**src/rtl/input_conditioner.sv**
```systemverilog
// input_conditioner: synchronizes and debounces 4 buttons and 4 switches,
// producing press/release/long-press pulses and a switch-change pulse.
module input_conditioner #(
  parameter int DEBOUNCE_CYCLES = 1000000,
  parameter int LONG_PRESS_CYCLES = 50000000
) (
  input  logic       sclk,
  input  logic       reset,
  input  logic [3:0] btn_raw,
  input  logic [3:0] sw_raw,
  output logic [3:0] btn_level,
  output logic [3:0] btn_press,
  output logic [3:0] btn_release,
  output logic [3:0] btn_long,
  output logic [3:0] sw_level,
  output logic       sw_changed
);
  localparam int CW = $clog2(DEBOUNCE_CYCLES);
  localparam int HW = $clog2(LONG_PRESS_CYCLES + 1);
  localparam logic [CW-1:0] CNT_LAST = CW'(DEBOUNCE_CYCLES - 1);
  localparam logic [HW-1:0] HOLD_MAX = HW'(LONG_PRESS_CYCLES);
  localparam logic [HW-1:0] HOLD_LAST = HW'(LONG_PRESS_CYCLES - 1);
  logic [7:0] raw, meta, s, level, flip;
  logic [CW-1:0] cnt [8];
  logic [HW-1:0] hold [4];
  assign raw = {sw_raw, btn_raw};
  assign btn_level = level[3:0];
  assign sw_level = level[7:4];
  always_ff @(posedge sclk or posedge reset)
    if (reset) begin
      meta <= '0;
      s <= '0;
    end else begin
      meta <= raw;
      s <= meta;
    end
  // flip marks the edge on which a channel's debounced level takes the sync value
  always_comb begin
    flip = '0;
    for (int i = 0; i < 8; i++)
      flip[i] = (s[i] != level[i]) && (cnt[i] == CNT_LAST);
  end
  always_ff @(posedge sclk or posedge reset)
    if (reset) begin
      level <= '0;
      for (int i = 0; i < 8; i++) cnt[i] <= '0;
    end else begin
      level <= level ^ flip;
      for (int i = 0; i < 8; i++)
        cnt[i] <= (s[i] == level[i] || flip[i]) ? '0 : cnt[i] + 1'b1;
    end
  always_ff @(posedge sclk or posedge reset)
    if (reset) begin
      btn_press <= '0;
      btn_release <= '0;
      btn_long <= '0;
      sw_changed <= 1'b0;
      for (int i = 0; i < 4; i++) hold[i] <= '0;
    end else begin
      btn_press <= flip[3:0] & s[3:0];
      btn_release <= flip[3:0] & ~s[3:0];
      sw_changed <= |flip[7:4];
      for (int i = 0; i < 4; i++) begin
        btn_long[i] <= level[i] && hold[i] == HOLD_LAST;
        hold[i] <= !level[i] ? '0 : (hold[i] == HOLD_MAX ? hold[i] : hold[i] + 1'b1);
      end
    end
endmodule

```
**config.mk**
```make
export PLATFORM = sky130hd
export DESIGN_NAME = input_conditioner
export DESIGN_NICKNAME = d
export VERILOG_FILES = /design/src/rtl/input_conditioner.sv
export SDC_FILE = /design/constraint.sdc
export NUM_CORES = 1
export LEC_CHECK = 0
export CELL_PAD_IN_SITES_DETAIL_PLACEMENT = 2
export CELL_PAD_IN_SITES_GLOBAL_PLACEMENT = 2
export CORE_MARGIN = 3
export CORE_UTILIZATION = 44
export CTS_CLUSTER_SIZE = 28
export DETAILED_ROUTE_END_ITERATION = 10
export HOLD_SLACK_MARGIN = 0.02
export PLACE_DENSITY_LB_ADDON = 0.12
export REMOVE_ABC_BUFFERS = 1
export SYNTH_ARGS = -nofsm -noshare
export SYNTH_HDL_FRONTEND = slang
export SYNTH_SLANG_ARGS = --single-unit
```
**constraint.sdc**
```tcl
create_clock -name sclk -period 24 [get_ports sclk]
set_input_delay 4.8 -clock sclk [delete_from_list [all_inputs] [get_ports sclk]]
set_output_delay 4.8 -clock sclk [all_outputs]
set_load 0.01 [all_outputs]
```
==> results of run 1 <==
-- cells in the final DEF, fill, tap and decap left out, types with 18 or more instances in the layout --
cell type and n:
a21oi_1 96, and2_1 18, and3_1 23, and4_1 21
clkbuf_16 37, clkdlybuf4s50_1 30, dfrtp_1 301, inv_1 51
nand2_1 113, nand2b_1 18, nand3_1 91, nand4_1 61
nor2_1 154, nor3_1 32, nor4_1 38, o21ai_0 49
o31ai_1 47, or3_1 48, or4_1 67, xnor2_1 72
xor2_1 66
-- cell type report --
class	count	area (µm²)
fillers	3404	16260
flip-flops and latches	301	7532
multi-input cells	1121	6989
clock buffers	54	1070
well taps	442	553.0
repair buffers	35	337.8
inverters	53	206.4
clock inverters	7	85.08
-- path summary, 6_finish.rpt --
check	start	end	slack, ns	depth (start not counted)
worst max-delay path	reset	hold[63]	16.85	4
worst min-delay path	meta[4]	s[4]	0.34	0
worst max register to register	hold[39]	btn_long[2]	21.33	4
worst min register to register	meta[4]	s[4]	0.34	0
max in group sclk	register	btn_level[2]	17.29	1
min in group asynchronous	reset	cnt[67]	4.83	2
-- power groups by stage --
stage	clock (W)	combinational [W]	sequential [W]
3_5_place_dp	0	0.0000256	0.000526
5_1_grt	0.000576	0.0000290	0.000518
6_report	0.000539	0.0000246	0.000517
4_1_cts	0.000553	0.0000259	0.000517
2_1_floorplan	0	0.0000163	0.000525
3_3_place_gp	0	0.0000246	0.000526
-- kinds of logic after synthesis --
kind of cell / after synthesis
mux: 20
flops: 301
compound gates: 213
fa+ha+maj: 16
buf+inv: 105
xor+xnor: 138
simple gates: 734
-- per-stage QoR --
stage / setup WS, ns / hold slack (ns) / cell area, µm² / instances / power, W
floorplan: 10.88 / 0.3312 / 14710 / 1475 / 0.0005412
global route: 16.36 / 0.3450 / 16770 / 2013 / 0.001123
global placement: 16.13 / 0.3330 / 15620 / 1952 / 0.0005504
finish: 16.85 / 0.3441 / 16770 / 2013 / 0.001081
detailed placement: 16.11 / 0.3364 / 15620 / 1952 / 0.0005519
CTS: 16.66 / 0.3429 / 16770 / 2013 / 0.001096
-- flip-flops by register name (all words and copies together) (netlist names), named ones only --
name         count
btn_press        4
cnt            160
btn_long         4
sw_changed       1
s                8
hold           104
meta             8
btn_release      4
-- routing by layer --
| metal | up-vias | routed length (µm) | part of all wire | track usage |
|---|---|---|---|---|
| met5 | - | 0 | 0 | 0 |
| met4 | 0 | 749 | 0.019 | 0.05588 |
| met3 | 61 | 749 | 0.019 | 0.02500 |
| met2 | 92 | 20230 | 0.51 | 0.4082 |
| met1 | 6175 | 18020 | 0.45 | 0.2972 |
| li1 | 5568 | - | - | - |
==> results.tsv, run 1 <==
stage	metric	value	unit
run_status	status	completed	
cts	Clock Sink Count	301	
pwr	total power per unit cell area	64.43	nW/µm²
floorplanning	Die Ht	190.3	µm
floorplanning	row count	66	
sta	post-layout min period	7.146	ns
global_routing	total grt overflow	0	
route	vias per cell	5.910	
yosys	post-synth top area share	0.5040	
finish	P&R area growth vs syn	12.24	%
sta	unrepaired setup endpoints after global routing	no	
yosys	list of most frequent post-synthesis cells	dfrtp_1, nor2_1, nand2_1, a21oi_1, nand3_1	
sta	max_slew headroom	0.2022	
yosys	post-synthesis compound-gate area fraction	0.08808	
worst_setup_path	CP max-delay cell	buf_4	
pwr	Max VDD drop	0.05479	mV
cts	CTS root buffer	clkbuf_16	
route	DRC viols	0	
yosys	register bit total from synthesis	301	
yosys	Synth Instances	1527	
yosys	Seq/Total Area, Yosys	0.5040	
sta	Worst Skew	0.01337	ns
floorplanning	CORE AREA	33030	µm²
finish	layout cell share with drive strength beyond 1	0.05602	
yosys	Main synth FF type	dfrtp_1	
yosys	Yosys top cell by area	dfrtp_1	
worst_setup_path	Setup Crit Path Kind	in2async	
worst_setup_path	Startpoint Class	primary input	
finish	Nets	1574	
sta	Setup TNS Final	0	ns
cts	clk_lat worst skew	0.51	ns
finish	Antenna Diode Count	0	
worst_setup_path	largest stage delay on the critical path	0.89	ns
worst_setup_path	CP required	24.49	ns
cts	CTS tree	done	
global_routing	first-pass GRT wire length	69.46	mm
sta	Hold Vio Cnt, Final	0	
cts	Worst-path clk slew	0.05	ns
sta	Final setup viols	0	
yosys	mux contribution to synthesized area	0.01381	
global_routing	initial antenna violation count	0	
sta	Slew Limit Fails	0	
floorplanning	IO Pins	31	
placed_design	input/output buffers	30	
finish	Core Util, Final	0.5078	
worst_setup_path	crit end category	async pin	
pwr	Switch Pwr	0.0002346	W
worst_setup_path	Crit path max-delay family	buffers and inverters	
placed_design	HPWL reported at the end of detailed placement	25.53	mm
yosys	Synth area leaders	dfrtp_1, xnor2_1, nor2_1	
yosys	Post-Synth Adder-Cell Area	0.01340	
min_path	min-delay worst type	reg2reg	
cts	cts repair resizes	0	
cts	setup repair bufs after CTS	0	
yosys	largest family of logic cells by synthesized area	simple AND/OR/NAND/NOR gates	
route	WL final	39.76	mm
route	post-route ant nets	0	
yosys	Post-synth EDFFs	0	
pwr	Sw Ratio	0.2171	
yosys	Mapped Area	14940	µm²
cts	clk buf depth	3	
route	Avg WL per Cell	19.75	µm
pwr	Leak Pwr	6.367	nW
pwr	Gate power share	0.023	
global_routing	largest net degree at the start of global routing	93	
yosys	share of synthesized flip-flops with an asynchronous set or reset	1.000	
yosys	Synth Area per Inst	9.787	µm²
pwr	Clock Power Share	0.498	
cts	htree depth	2	
pwr	P_int	0.0008461	W
yosys	Synth warnings	0	
floorplanning	DIE AREA	36210	µm²
cts	hold_buf cts	0	
pwr	Reg power frac	0.479	
placed_design	GP Congestion	0.7487	
cts	CTS Buf Count	36	
yosys	Netlist cell types	55	
yosys	top-count cell post-synth	dfrtp_1	
route	DR iter-0 viols	472	
global_routing	number of global-route vias before repair	13320	
worst_setup_path	CP Buf/Inv Count	4	
sta	fin crit share	0.2978	
yosys	XOR/XNOR share of the synthesized area	0.08088	
floorplanning	die width	190.3	µm
yosys	Post-Synth Simple-Gate Area	0.2709	
sta	Fmax	0.1399	GHz
worst_setup_path	crit-path max FO	92	
sta	Worst Max-Slew Pin Slew	1.180	ns
run	Max-Cap Viols	0	
worst_setup_path	critical path arrival	7.63	ns
global_routing	gr usage total	0.2281	
floorplanning	initial core utilization	0.4524	
worst_setup_path	CP Cell Sequence	clkdlybuf4s50_1 > inv_8 > buf_4 > buf_4	
route	drt first pass iters	6	
route	via count	11900	
worst_setup_path	most frequent CP cell	buf_4	
Note: power is estimated with default switching activity, not from simulation.
==> run 2: changes to the inputs <==
CORE_UTILIZATION = 41   (was 44)
clock period = 6.7 ns   (was 24 ns; I/O delays follow)
==> run 2 against run 1 <==
Total power grew to 3.7 times the previous value. Register-to-register slack worse by 17 ns. Clock skew is 0.0029 ns higher. Cell area is 0.71% higher.
==> results.tsv, run 2 (synthesized netlist as in run 1, its figures left out) <==
stage	metric	value	unit	change
worst_setup_path	CP max-delay cell	dfrtp_1		was buf_4
finish	fin area	16890	µm²	was 16770 µm²
cts	cts repair resizes	0		unchanged
worst_setup_path	RR Endpoint	cnt[47]		was btn_long[2]
worst_setup_path	Startpoint Class	register		was primary input
sta	post-layout min period	3.297	ns	
worst_setup_path	Worst Reg-to-Reg Cells	5		was 4
cts	CTS root buffer	clkbuf_16		unchanged
route	via count	11860		was 11900
route	DRC viols	0		unchanged
finish	commonest non-fill, non-tap cell in the layout	dfrtp_1		unchanged
route	DR iter-0 viols	372		was 472
cts	Worst-path clk slew	0.06	ns	was 0.05 ns
sta	Worst Max-Slew Pin Slew	1.087	ns	was 1.180 ns
worst_setup_path	CP Cell Sequence	clkdlybuf4s50_1		was clkdlybuf4s50_1 > inv_8 > buf_4 > buf_4
worst_setup_path	Crit path max-delay family	flip-flops		was buffers and inverters
worst_setup_path	R2R Setup Slk	4.12	ns	was 21.33 ns
worst_setup_path	crit end category	output port		was async pin
global_routing	initial antenna violation count	0		unchanged
pwr	Final Power	0.003956	W	was 0.001081 W
cts	clk buf depth	3		unchanged
worst_setup_path	largest stage delay on the critical path	0.76	ns	was 0.89 ns
global_routing	total grt overflow	0		unchanged
cts	hold_buf cts	0		unchanged
finish	Final Instance Count excl. Fillers	2040		was 2013
min_path	WHS Endpoint	s[1]		was s[4]
floorplanning	Die Ht	196.9	µm	was 190.3 µm
route	vias per cell	5.812		was 5.910
run_status	status	completed		unchanged
min_path	min-delay worst type	reg2reg		unchanged
sta	Slew Limit Fails	0		unchanged
placed_design	input/output buffers	30		unchanged
route	drt first pass iters	5		was 6
sta	max_slew headroom	0.2650		was 0.2022
finish	P&R area growth vs syn	13.04	%	was 12.24%
cts	htree depth	2		unchanged
worst_setup_path	Setup Crit Path Kind	reg2out		was in2async
finish	Largest Register	cnt		unchanged
sta	Final setup viols	0		unchanged
placed_design	Placed Cells	1973		was 1952
placed_design	Placement Cell Area	15670	µm²	was 15620 µm²
pwr	total power per unit cell area	234.2	nW/µm²	was 64.43 nW/µm²
cts	Clock Sink Count	301		unchanged
run	Max-Cap Viols	0		unchanged
placed_design	HPWL reported at the end of detailed placement	25.11	mm	was 25.53 mm
floorplanning	DIE AREA	38780	µm²	was 36210 µm²
floorplanning	CORE AREA	35740	µm²	was 33030 µm²
finish	most frequent cells in the layout	dfrtp_1, nor2_1, nand2_1		unchanged
floorplanning	die width	196.9	µm	was 190.3 µm
cts	CTS tree	done		unchanged
sta	Worst Skew	0.01623	ns	was 0.01337 ns
sta	Hold Vio Cnt, Final	0		unchanged
route	post-route ant nets	0		unchanged
cts	setup repair bufs after CTS	0		unchanged
floorplanning	IO Pins	31		unchanged
pwr	Leak Pwr	6.405	nW	was 6.367 nW
worst_setup_path	crit-path max FO	19		was 92
worst_setup_path	CP required	5.36	ns	was 24.49 ns
floorplanning	initial core utilization	0.4181		was 0.4524
min_path	hold_sp	meta[1]		was meta[4]
route	WL final	38.65	mm	was 39.76 mm
finish	layout cell share with drive strength beyond 1	0.05763		was 0.05602
global_routing	first-pass GRT wire length	67.66	mm	was 69.46 mm
finish	Antenna Diode Count	0		unchanged
global_routing	largest net degree at the start of global routing	109		was 93
placed_design	GP Congestion	0.7497		was 0.7487
pwr	Max VDD drop	0.1426	mV	was 0.05479 mV
global_routing	number of global-route vias before repair	13240		was 13320
sta	fin crit share	0.4922		
sta	unrepaired setup endpoints after global routing	no		unchanged
global_routing	gr usage total	0.2067		was 0.2281
floorplanning	row count	69		was 66
worst_setup_path	CP Buf/Inv Count	1		was 4
sta	Setup TNS Final	0	ns	unchanged
min_path	hold depth	0		unchanged
finish	max FFs per register	160		unchanged
route	Avg WL per Cell	18.95	µm	was 19.75 µm
finish	Nets	1577		was 1574
finish	Core Util, Final	0.4726		was 0.5078
cts	CTS Buf Count	37		was 36
sta	Fmax	0.3033	GHz	
worst_setup_path	critical path arrival	1.96	ns	was 7.63 ns
cts	clk_lat worst skew	0.53	ns	was 0.51 ns
finish	largest registers	cnt x160, hold x104		unchanged
worst_setup_path	Critical R2R Launch	cnt[40]		was hold[39]
-- run 2: report_power, final --
part           switching, W  leakage (nW)  internal (W)
Clock              0.000780         0.598       0.00123
Combinational     0.0000652          1.66     0.0000231
Sequential        0.0000175          4.15       0.00184
Total              0.000863          6.41       0.00309
-- run 2: area by class of cell --
class	instances	area [µm²]
repair buffers	37	365.4
inverters	53	206.4
well taps	461	576.8
clock buffers	60	1135
flip-flops and latches	301	7532
clock inverters	7	91.34
multi-input cells	1121	6985
fillers	3768	18850
-- run 2: worst reg2reg max path, cell delays in order, from the launching register on --
cell and delay (ns):
dfrtp_1 0.40, ha_1 0.21, nand3_1 0.34, or4_1 0.67
o21ai_2 0.70, nor2_1 0.13
-- run 2: worst max path at each step --
stage / endpoint / cells past startpoint
after CTS: btn_level[2] / 1
after detailed placement: cnt[57] / 3
after global placement: cnt[59] / 3
final: btn_level[2] / 1
after floorplan: async pin / 1
after global routing: btn_level[2] / 1
-- run 2: metrics by stage --
stage | setup slack [ns] | hold slack (ns)
after floorplan | -2.958 | 0.3312
after global placement | 3.490 | 0.3339
after detailed placement | 3.480 | 0.3371
after CTS | 3.353 | 0.3503
after global routing | 3.284 | 0.3540
final | 3.403 | 0.3478
-- run 2: layer usage --
| layer | global-route usage | wire (µm) | vias to the layer above |
|---|---|---|---|
| met1 | 0.2645 | 17470 | 6119 |
| met5 | 0 | 0 | - |
| met3 | 0.02615 | 719 | 57 |
| met2 | 0.3730 | 19700 | 88 |
| li1 | - | - | 5592 |
| met4 | 0.05148 | 761 | 0 |
